### src/rtl/rf_wb_arbiter_if.sv
// Bundle for rf_wb_arbiter: the two writeback requesters, the decode issue port
// and the register-file write port.
interface rf_wb_arbiter_if;
    logic        alu_valid;
    logic [4:0]  alu_rd;
    logic [31:0] alu_wd;
    logic        alu_ready;
    logic        lsu_valid;
    logic [4:0]  lsu_rd;
    logic [31:0] lsu_wd;
    logic        lsu_ready;
    logic        issue_valid;
    logic [4:0]  issue_rs1;
    logic [4:0]  issue_rs2;
    logic [4:0]  issue_rd;
    logic        issue_is_load;
    logic        issue_stall;
    logic        rf_we;
    logic [4:0]  rf_a3;
    logic [31:0] rf_wd3;

    modport master (
        output alu_valid, alu_rd, alu_wd,
        input  alu_ready,
        output lsu_valid, lsu_rd, lsu_wd,
        input  lsu_ready,
        output issue_valid, issue_rs1, issue_rs2, issue_rd, issue_is_load,
        input  issue_stall,
        input  rf_we, rf_a3, rf_wd3
    );

    modport slave (
        input  alu_valid, alu_rd, alu_wd,
        output alu_ready,
        input  lsu_valid, lsu_rd, lsu_wd,
        output lsu_ready,
        input  issue_valid, issue_rs1, issue_rs2, issue_rd, issue_is_load,
        output issue_stall,
        output rf_we, rf_a3, rf_wd3
    );
endinterface

### src/rtl/rf_wb_arbiter.sv
// Register-file write-port owner: round-robin ALU/LSU writeback arbitration with a
// registered write stage and a load-busy scoreboard that stalls issue on RAW/WAW hazards.
module rf_wb_arbiter #(
    parameter bit LSU_FIRST = 1'b1,
    parameter bit SB_EN     = 1'b1
) (
    input  logic           clk,
    input  logic           rst_n,
    rf_wb_arbiter_if.slave bus
);

    logic        gnt_alu_s;
    logic        gnt_lsu_s;
    logic [4:0]  win_rd_s;
    logic [31:0] win_wd_s;
    logic        stall_s;
    logic        accept_s;
    logic [31:0] clr_mask_s;
    logic [31:0] set_mask_s;
    logic [31:0] busy_nxt_s;

    logic        ptr_r;      // 1: LSU wins the next tie
    logic        rf_we_r;
    logic [4:0]  rf_a3_r;
    logic [31:0] rf_wd3_r;
    logic        src_lsu_r;
    logic [31:0] busy_r;

    function automatic logic reg_busy(input logic [31:0] busy, input logic [4:0] idx);
        return (idx != 5'd0) && busy[idx];
    endfunction

    // Round-robin grant between the two writeback sources
    always_comb begin
        gnt_alu_s = 1'b0;
        gnt_lsu_s = 1'b0;
        if (bus.alu_valid && bus.lsu_valid) begin
            if (ptr_r) begin
                gnt_lsu_s = 1'b1;
            end else begin
                gnt_alu_s = 1'b1;
            end
        end else if (bus.alu_valid) begin
            gnt_alu_s = 1'b1;
        end else if (bus.lsu_valid) begin
            gnt_lsu_s = 1'b1;
        end else begin
            gnt_alu_s = 1'b0;
            gnt_lsu_s = 1'b0;
        end
    end

    // Select the granted source's destination and data
    always_comb begin
        win_rd_s = 5'd0;
        win_wd_s = 32'd0;
        if (gnt_lsu_s) begin
            win_rd_s = bus.lsu_rd;
            win_wd_s = bus.lsu_wd;
        end else begin
            win_rd_s = bus.alu_rd;
            win_wd_s = bus.alu_wd;
        end
    end

    // Hazard check of the presented instruction against outstanding loads
    always_comb begin
        stall_s = 1'b0;
        if (SB_EN && bus.issue_valid) begin
            stall_s = reg_busy(busy_r, bus.issue_rs1) |
                      reg_busy(busy_r, bus.issue_rs2) |
                      reg_busy(busy_r, bus.issue_rd);
        end else begin
            stall_s = 1'b0;
        end
    end

    assign accept_s   = bus.issue_valid & ~stall_s;
    // A load commit frees its register; a newly accepted load claims one, winning any overlap
    assign clr_mask_s = (rf_we_r && src_lsu_r) ? (32'd1 << rf_a3_r) : 32'd0;
    assign set_mask_s = (accept_s && bus.issue_is_load && (bus.issue_rd != 5'd0))
                        ? (32'd1 << bus.issue_rd) : 32'd0;
    assign busy_nxt_s = SB_EN ? ((busy_r & ~clr_mask_s) | set_mask_s) : 32'd0;

    // Arbitration pointer, write output register and scoreboard state
    always_ff @(posedge clk or negedge rst_n) begin
        if (!rst_n) begin
            ptr_r     <= LSU_FIRST;
            rf_we_r   <= 1'b0;
            rf_a3_r   <= 5'd0;
            rf_wd3_r  <= 32'd0;
            src_lsu_r <= 1'b0;
            busy_r    <= 32'd0;
        end else begin
            busy_r <= busy_nxt_s;
            if (gnt_alu_s || gnt_lsu_s) begin
                ptr_r     <= gnt_alu_s;
                rf_we_r   <= (win_rd_s != 5'd0);
                rf_a3_r   <= win_rd_s;
                rf_wd3_r  <= win_wd_s;
                src_lsu_r <= gnt_lsu_s;
            end else begin
                rf_we_r   <= 1'b0;
                src_lsu_r <= 1'b0;
            end
        end
    end

    assign bus.alu_ready   = gnt_alu_s;
    assign bus.lsu_ready   = gnt_lsu_s;
    assign bus.issue_stall = stall_s;
    assign bus.rf_we       = rf_we_r;
    assign bus.rf_a3       = rf_a3_r;
    assign bus.rf_wd3      = rf_wd3_r;

endmodule
### src/flat_wrapper.sv
// flat-port wrapper written by rule: the top's interface ports become plain ports
module rf_wb_arbiter_flat 
#(
    parameter bit LSU_FIRST = 1'b1,
    parameter bit SB_EN     = 1'b1
)
  (clk, rst_n, bus_alu_valid, bus_alu_rd, bus_alu_wd, bus_alu_ready, bus_lsu_valid, bus_lsu_rd, bus_lsu_wd, bus_lsu_ready, bus_issue_valid, bus_issue_rs1, bus_issue_rs2, bus_issue_rd, bus_issue_is_load, bus_issue_stall, bus_rf_we, bus_rf_a3, bus_rf_wd3);
  rf_wb_arbiter_if bus_i ();
  input  logic clk;
  input  logic rst_n;
  input wire logic [$bits(bus_i.alu_valid)-1:0] bus_alu_valid;
  input wire logic [$bits(bus_i.alu_rd)-1:0] bus_alu_rd;
  input wire logic [$bits(bus_i.alu_wd)-1:0] bus_alu_wd;
  output wire logic [$bits(bus_i.alu_ready)-1:0] bus_alu_ready;
  input wire logic [$bits(bus_i.lsu_valid)-1:0] bus_lsu_valid;
  input wire logic [$bits(bus_i.lsu_rd)-1:0] bus_lsu_rd;
  input wire logic [$bits(bus_i.lsu_wd)-1:0] bus_lsu_wd;
  output wire logic [$bits(bus_i.lsu_ready)-1:0] bus_lsu_ready;
  input wire logic [$bits(bus_i.issue_valid)-1:0] bus_issue_valid;
  input wire logic [$bits(bus_i.issue_rs1)-1:0] bus_issue_rs1;
  input wire logic [$bits(bus_i.issue_rs2)-1:0] bus_issue_rs2;
  input wire logic [$bits(bus_i.issue_rd)-1:0] bus_issue_rd;
  input wire logic [$bits(bus_i.issue_is_load)-1:0] bus_issue_is_load;
  output wire logic [$bits(bus_i.issue_stall)-1:0] bus_issue_stall;
  output wire logic [$bits(bus_i.rf_we)-1:0] bus_rf_we;
  output wire logic [$bits(bus_i.rf_a3)-1:0] bus_rf_a3;
  output wire logic [$bits(bus_i.rf_wd3)-1:0] bus_rf_wd3;
  assign bus_i.alu_valid = bus_alu_valid;
  assign bus_i.alu_rd = bus_alu_rd;
  assign bus_i.alu_wd = bus_alu_wd;
  assign bus_alu_ready = bus_i.alu_ready;
  assign bus_i.lsu_valid = bus_lsu_valid;
  assign bus_i.lsu_rd = bus_lsu_rd;
  assign bus_i.lsu_wd = bus_lsu_wd;
  assign bus_lsu_ready = bus_i.lsu_ready;
  assign bus_i.issue_valid = bus_issue_valid;
  assign bus_i.issue_rs1 = bus_issue_rs1;
  assign bus_i.issue_rs2 = bus_issue_rs2;
  assign bus_i.issue_rd = bus_issue_rd;
  assign bus_i.issue_is_load = bus_issue_is_load;
  assign bus_issue_stall = bus_i.issue_stall;
  assign bus_rf_we = bus_i.rf_we;
  assign bus_rf_a3 = bus_i.rf_a3;
  assign bus_rf_wd3 = bus_i.rf_wd3;
  rf_wb_arbiter #(.LSU_FIRST(LSU_FIRST), .SB_EN(SB_EN)) u_core (.clk(clk), .rst_n(rst_n), .bus(bus_i));
endmodule
### config.mk
export PLATFORM = sky130hd
export DESIGN_NAME = rf_wb_arbiter_flat
export DESIGN_NICKNAME = d
export VERILOG_FILES = /design/src/rtl/rf_wb_arbiter_if.sv /design/src/rtl/rf_wb_arbiter.sv /design/src/flat_wrapper.sv
export SDC_FILE = /design/constraint.sdc
export NUM_CORES = 1
export LEC_CHECK = 0
export CAP_MARGIN = 20
export CORE_UTILIZATION = 51
export DETAILED_ROUTE_END_ITERATION = 6
export PLACE_DENSITY = 0.86
export SYNTH_ARGS = -nofsm -noshare
export SYNTH_HDL_FRONTEND = slang
export SYNTH_SLANG_ARGS = --single-unit
### constraint.sdc
create_clock -name clk -period 6.6 [get_ports clk]
set_input_delay 1.65 -clock clk [delete_from_list [all_inputs] [get_ports clk]]
set_output_delay 1.65 -clock clk [all_outputs]
set_load 0.02 [all_outputs]
* Word level (Yosys, flattened, before mapping) *
Cells that the tools add are included.

operators by class
  order comparisons = 3
  shift operators = 2
  multiplexer cells = 20
  bitwise gates (word level) = 7
  reductions and logical operators = 12

operator list
  operator              count
  $mux 32               3
  $shl 1x5->32 const A  2
  $and 32x32->32        1
  $not 32->32           1
  $or 32x32->32         1
  $reduce_bool 5->1     4
  $lt 5x6->1 const B    3
  $bmux 1 s5            3
  $mux 1                13
  $logic_and 1x1->1     7
  $mux 5                1
  $or 1x1->1            2
  $and 1x1->1           1
  $logic_or 1x1->1      1
  $not 1->1             1

word-level totals
  register bits = 72
  input port bits = 95
  output and inout bits = 41
  logic and storage cells = 50

* Depth between registers and ports, before layout *
Gate-level depths: netlist of run 1.

  depth after elaboration = 12
  depth in mapped cells = 9
  depth with buffers taken out = 6

* Worst setup path after synthesis of run 1 *
Ideal clock, no wire load.

  kind = input -> output
  from = input bus_issue_rs1[0]
  to = output bus_issue_stall
  data arrival time = 3278 ps
  setup slack = 1672 ps
  stages = 8
  path buffers = 2
  path through = buf_6 -> mux4_1 -> mux2i_1 -> nor3b_1 -> nor4_2 -> nand2_2 -> buf_6 -> o21a_1

between the ends
  longest elaborated chain between the ends = 6
  elaborated cells on any way between the ends = 7
  classes of those cells = 3 x mux; 2 x bitwise; 2 x reduce/logical

ends and longest elaborated chain
  element                       line                 RTL
  start: declaration            flat_wrapper.sv:20   input wire logic [$bits(bus_i.issue_rs1)-1:0] bus_issue_rs1;
  $bmux 1 s5                    rf_wb_arbiter.sv:30  return (idx != 5'd0) && busy[idx];
  $mux 1 (implied by the code)  rf_wb_arbiter.sv:30
  $logic_and 1x1->1 *           rf_wb_arbiter.sv:30
  $or 1x1->1 *                  rf_wb_arbiter.sv:70  stall_s = reg_busy(busy_r, bus.issue_rs1) |
  $or 1x1->1 *                  rf_wb_arbiter.sv:71  reg_busy(busy_r, bus.issue_rs2) |
  $mux 1 *                      rf_wb_arbiter.sv:69  if (SB_EN && bus.issue_valid) begin
  end: declaration              flat_wrapper.sv:24   output wire logic [$bits(bus_i.issue_stall)-1:0] bus_issue_stall;

Every way passes the cells marked *; elsewhere a longest branch is shown, timed or not. The select of a mux whose other input is x is not followed.

* Final worst setup path of run 1 *
  from = input bus_issue_rs1[2]
  to = output bus_issue_stall

The elaborated chain is that of the path after synthesis.

==> qor.yml, run 1 <==
drt:
  dr.pass1.iters: 5
  ant_nets: 0
  topRoutingLayerUsed: "met4"
  route.met2.wl_um: 6928
  drtIter0Drc: 425
  drc_errors: 0
  wl_met1_um: 5173
  vias_per_cell: 6.431
  wl_per_cell_um: 21.10
  routed_wirelength_um: 14140
  met3_length_um: 1554
  vias: 4309
yosys:
  syn_area_per_cell_sq_um: 10.21
  yosys_warnings: 0
  synth_seq_area_share_pct: 39.67
  syn-cell-area_sq_um: 4482
  synth_cell_types: 49
  syn_inst: 439
  synth_ff_type: "dfrtp_1"
  synth-seq-cells: 71
  synth-async-reset-ratio_pct: 100.0
  synth_edf_count: 0
  syn_nets: 534
timing:
  max_freq_mhz: 165.6
  tns_ns: 0
  worst_pin_slew_ns: 0.8901
  hold_viol: 0
  slew_headroom_pct: 40.66
  fin_ws_ns: 0.5618
  rsz0062_at_grt: "no"
  finalCritPeriodShare_pct: 91.49
  layout_min_cycle_time_ns: 6.038
  skew_ns: 0.01299
  setup_violations: 0
  slew_viol_final: 0
floorplanning:
  coreArea_sq_um: 8341
  die_h_um: 95.75
  die_x_um: 95.75
  die_area_sq_um: 9167
  start_util_pct: 53.74
  pin_count: 136
  rows: 33
final_layout:
  stdcell_count: 670
  antenna_cells: 0
  syn2layout_area_growth_pct: 32.91
  final_area_sq_um: 5957
  drive_gt1_share_pct: 16.99
  num-nets-final: 655
  multiInputGateArea_sq_um: 2442
  layout.area.seq_sq_um: 1778
  fill_cells: 618
critical_path:
  critPathCaptureType: "output pin"
  crit_slowest_cell: "clkdlybuf4s50_1"
  critical_path_arrival_ns: 4.39
  cpPeakStageDelay_ns: 0.79
  cp-start-kind: "input port"
  crit_family: "buffers and inverters"
  r2r-end: "u_core.busy_r[1]"
  worstPathRequired_ns: 4.95
  cp_num_buf_inv: 2
  rrSetupSlack_ns: 4.05
  path_cells: "clkdlybuf4s50_1 -> mux2_1 -> or3_1 -> o211a_1 -> nor4_1 -> nand2_2 -> o21a_1 -> clkdlybuf4s50_1"
  cpMostUsedCell: "clkdlybuf4s50_1"
  crit-reg2reg-launch: "u_core.busy_r[30]"
  critPathMaxFanout: 13
  reg2reg_depth: 6
  path_class: "input port to output pin"
power_and_ir_drop:
  comb_power_share_pct: 36.6
  p_int_w: 0.001008
  ir_drop_uv: 153.9
  switching_share_pct: 38.15
  pwr-share-seq_pct: 43.6
  switchingPower_w: 0.0006219
  power.share.clock_pct: 19.8
  totalPowerFinal_w: 0.001630
  leakage_nw: 2.195
  powerDensity_nw_per_um2: 273.7
outcome:
  status: "complete, no violations"
cts:
  cts_buffer_depth: 2
  cts.htree.levels: 3
  path_clk_slew_ns: 0.08
  cts_tree: "done"
  ctsHoldBuffers: 0
  insertion_delay_ns: 0.35
  post-cts-setup-buffers: 0
  cts_resized: 0
  cts-root-buf: "clkbuf_8"
  numCtsBuffers: 9
  cts.sinks: 71
placement:
  preCtsSetupSlack_ns: 0.5725
  placed_area_sq_um: 5777
  hpwl_um: 10290
  portBuffers: 135
  globalplace.congestion: 0.9970
  dpl.cell_count: 654
grt:
  globalRouteOverflowTotal: 0
  grt_pass1_vias: 4445
  grt_pass1_wl_um: 22590
  antenna_found_initial: 0
  grt_max_degree: 72
  track_usage_pct: 33.22
flow_run:
  max-cap-violations: 0
hold_path:
  hold_path_end: "u_core.ptr_r"
  hp-start: "u_core.ptr_r"
  hold_depth: 2
  hold_class: "flip-flop to flip-flop"
## per-stage QoR
stage	hold slack, ns	utilization, %
after global routing	0.5363	71.42
after floorplan	0.4667	-
after detailed placement	0.4917	69.26
after global placement	0.4799	69.26
after CTS	0.5032	71.42
final	0.5070	71.42
## worst max-delay path by stage
stage,slack [ns],from,endpoint,cells after the start
global route,0.37,bus_issue_rs1[2],bus_issue_stall,8
global placement,0.56,bus_issue_rs1[2],bus_issue_stall,8
floorplan,1.67,bus_issue_rs1[0],bus_issue_stall,8
detailed placement,0.57,bus_issue_rs1[2],bus_issue_stall,8
CTS,0.55,bus_issue_rs1[2],bus_issue_stall,8
finish,0.56,bus_issue_rs1[2],bus_issue_stall,8
## power groups by stage
stage                     sequential (W)  clock [W]  combinational (W)
after floorplan                 0.000665          0           0.000362
after global placement          0.000704          0           0.000569
after detailed placement        0.000707          0           0.000589
after CTS                       0.000699   0.000328           0.000593
after global routing            0.000715   0.000346           0.000646
final                           0.000710   0.000323           0.000597
## routing by layer
metal | up-vias | track usage, %
li1 | 1917 | -
met1 | 2059 | 39.84
met2 | 285 | 55.24
met3 | 48 | 9.953
met4 | 0 | 14.93
met5 | - | 0
## flip-flops by register name, indices dropped and copies added, names as in the netlist
register,flops
u_core.ptr_r,1
u_core.busy_r,31
u_core.bus.rf_wd3,32
u_core.src_lsu_r,1
u_core.bus.rf_a3,5
u_core.bus.rf_we,1
## Yosys cell counts (all sizes together), types with 3 or more instances
master / n / area (sq um)
or2: 5 / 31.28
nor4: 3 / 25.02
mux2i: 6 / 60.06
nor2: 85 / 319.1
a211oi: 3 / 27.52
mux4: 16 / 379.1
nor2b: 6 / 37.54
inv: 5 / 18.77
dfrtp: 70 / 1752
o21ai: 35 / 175.2
nand2b: 3 / 18.77
a2111oi: 3 / 26.28
o41ai: 31 / 271.5
buf: 12 / 92.58
or2b: 3 / 25.03
mux2: 45 / 506.7
nand2: 15 / 58.81
clkbuf: 21 / 150.1
o22ai: 39 / 244.0
or3: 5 / 35.03
nand3b: 4 / 30.03
## placed cells by master (no fill, tap or decap), drive strengths merged, types with 15 or more instances in the layout
cell	Yosys	layout
clkdlybuf4s50	0	134
dfrtp	70	70
mux2	45	45
mux4	16	16
nand2	15	15
nor2	85	85
o21ai	35	35
o22ai	39	39
o41ai	31	31
## kinds of logic (layout without fill, tap and decap cells)
| family | Yosys count | after routing | synth area share (%) |
|---|---|---|---|
| compound gates | 119 | 119 | 18.09 |
| buf+inv | 38 | 164 | 5.834 |
| simple gates | 144 | 144 | 15.30 |
| mux | 67 | 67 | 21.11 |
| flops | 71 | 71 | 39.67 |
## final cells by class
class                      count  share of cell area (%)
clock buffer                   9                   2.079
clock inverter                 7                  0.9452
timing repair buffer         143                   23.61
tap                          105                   2.205
sequential                    71                   29.85
inverter                       5                  0.3151
multi-input combinational    330                   41.00
## worst reg2reg max path: stages, from the launching register on
cell     delay, ns
dfrtp_1       0.47
mux4_2        0.51
o211a_1       0.22
nor4_1        0.35
nand2_2       0.09
buf_4         0.25
o41ai_1       0.52
Note: power is estimated with default switching activity, not from simulation.
==> run 2, diff against run 1 <==
Clock period 6.6 ns to 7.8 ns, I/O delays scaled along.
==> run 2 against run 1 <==
Compared with the run above: count of clock-buffer cells in the layout stayed put; final cell count shrank 0.15%; core utilization increased by 0.18 points; sequential share of layout area fell by 0.075 points; die area unchanged; non-clock buffer count shrank 1; sequential power down 15%; total power shrank 13%; clock power shrank 5%; critical path type unchanged; highest routed layer unchanged.
==> qor.yml, run 2 (synthesis gave the netlist of run 1 again) <==
timing:
  rsz0062_at_grt: "no"
  fin_ws_ns: 1.064
  tns_ns: 0
  setup_violations: 0
  hold_viol: 0
  max_freq_mhz: 148.5
  slew_headroom_pct: 40.24
  skew_ns: 0.01191
  slew_viol_final: 0
  finalCritPeriodShare_pct: 86.36
  layout_min_cycle_time_ns: 6.736
  worst_pin_slew_ns: 0.8965
critical_path:
  rrSetupSlack_ns: 5.22
  cp-start-kind: "input port"
  path_cells: "clkdlybuf4s50_1 -> mux2_1 -> or3_1 -> o211a_1 -> nor4_1 -> nand2_2 -> o21a_1 -> clkdlybuf4s50_1"
  critical_path_arrival_ns: 4.79
  critPathMaxFanout: 13
  reg2reg_depth: 7
  crit_slowest_cell: "clkdlybuf4s50_1"
  path_class: "input port to output pin"
  critPathCaptureType: "output pin"
  cpMostUsedCell: "clkdlybuf4s50_1"
  crit-reg2reg-launch: "u_core.busy_r[29]"
  worstPathRequired_ns: 5.85
  startpoint: "bus_issue_rs1[2]"
  cpPeakStageDelay_ns: 0.80
  r2r-end: "u_core.busy_r[2]"
power_and_ir_drop:
  powerDensity_nw_per_um2: 236.4
  ir_drop_uv: 140.9
  totalPowerFinal_w: 0.001412
  leakage_nw: 2.204
final_layout:
  drive_gt1_share_pct: 16.84
  final_common_cell: "clkdlybuf4s50_1"
  layout_common_cells: "clkdlybuf4s50_1 (134), nor2_1 (85), dfrtp_1 (70), mux2_2 (44), o22ai_1 (39)"
  fill_cells: 591
  stdcell_count: 669
  layout.area.seq_sq_um: 1778
  syn2layout_area_growth_pct: 33.25
  antenna_cells: 0
  multiInputGateArea_sq_um: 2442
  fin_util_pct: 71.60
  largest_reg_flops: 32
  num-nets-final: 654
grt:
  grt_use_met3_pct: 9.479
  met2_usage_pct: 56.13
  grt_pass1_vias: 4423
  antenna_found_initial: 0
  track_usage_pct: 33.59
  grt_max_degree: 72
  use_met1_pct: 40.15
  globalRouteOverflowTotal: 0
  grt_pass1_wl_um: 22740
  busiest_layer: "met2"
drt:
  drtIter0Drc: 486
  dr.pass1.iters: 5
  vias: 4325
  vias_per_cell: 6.465
  wl_per_cell_um: 21.54
  drc_errors: 0
  ant_nets: 0
  routed_wirelength_um: 14410
cts:
  ctsHoldBuffers: 0
  insertion_delay_ns: 0.35
  cts.sinks: 71
  path_clk_slew_ns: 0.08
  numCtsBuffers: 9
  cts_tree: "done"
  cts_buffer_depth: 2
  cts_resized: 0
  cts.htree.levels: 3
  cts-root-buf: "clkbuf_8"
  post-cts-setup-buffers: 0
placement:
  hpwl_um: 10440
  preCtsSetupSlack_ns: 1.097
  dpl.cell_count: 653
  portBuffers: 135
  globalplace.congestion: 0.9925
hold_path:
  hp-start: "u_core.ptr_r"
  hold_class: "flip-flop to flip-flop"
  hold_depth: 2
  hold_path_end: "u_core.ptr_r"
floorplanning:
  pin_count: 136
  start_util_pct: 53.74
  die_area_sq_um: 9167
  die_h_um: 95.75
  rows: 33
  coreArea_sq_um: 8341
  die_x_um: 95.75
outcome:
  status: "complete, no violations"
flow_run:
  max-cap-violations: 0
## run 2: changes by cell type in the layout (fill, tap and decap cells not counted), sizes merged
| cell | change |
|---|---|
| buf | -1 |
| bufinv | +1 |
| clkinvlp | -1 |
## run 2: final cells by class
class	count	area share (%)
flip-flops and latches	71	29.77
well taps	105	2.200
clock buffers	9	2.074
clock inverters	7	1.320
inverters	5	0.3143
repair buffers	142	23.42
multi-input cells	330	40.90
## run 2: power by group
group	internal (W)	switching (W)	leakage, nW
combinational	0.000269	0.000230	1.33
clock	0.000151	0.000155	0.0929
sequential	0.000465	0.000142	0.783
## run 2: how the worst max path moves through the flow
stage	endpoint	depth (start not counted)
after floorplan	bus_issue_stall	8
after global placement	bus_issue_stall	8
after detailed placement	bus_issue_stall	8
after CTS	bus_issue_stall	8
after global routing	bus_issue_stall	8
final	bus_issue_stall	8
## run 2: through the flow
stage	cell area [sq um]	hold slack, ns
final	5972	0.5075
after CTS	5972	0.5089
after global placement	5769	0.4800
after floorplan	4482	0.4667
after detailed placement	5769	0.4932
after global routing	5972	0.5379
## run 2: layer usage
metal  share of wire [%]  up-vias
met4                 4.1        0
met3                 9.9       49
li1                    -     1922
met5                   0        -
met2                  49      263
met1                  37     2091
## run 2: worst max-delay path, delay by kind of cell
kind | cells | cell delay, ns
buffers and inverters | 2 | 1.33
AOI/OAI and AO/OA | 2 | 0.33
muxes | 1 | 0.38
and+or+nand+nor | 3 | 0.80
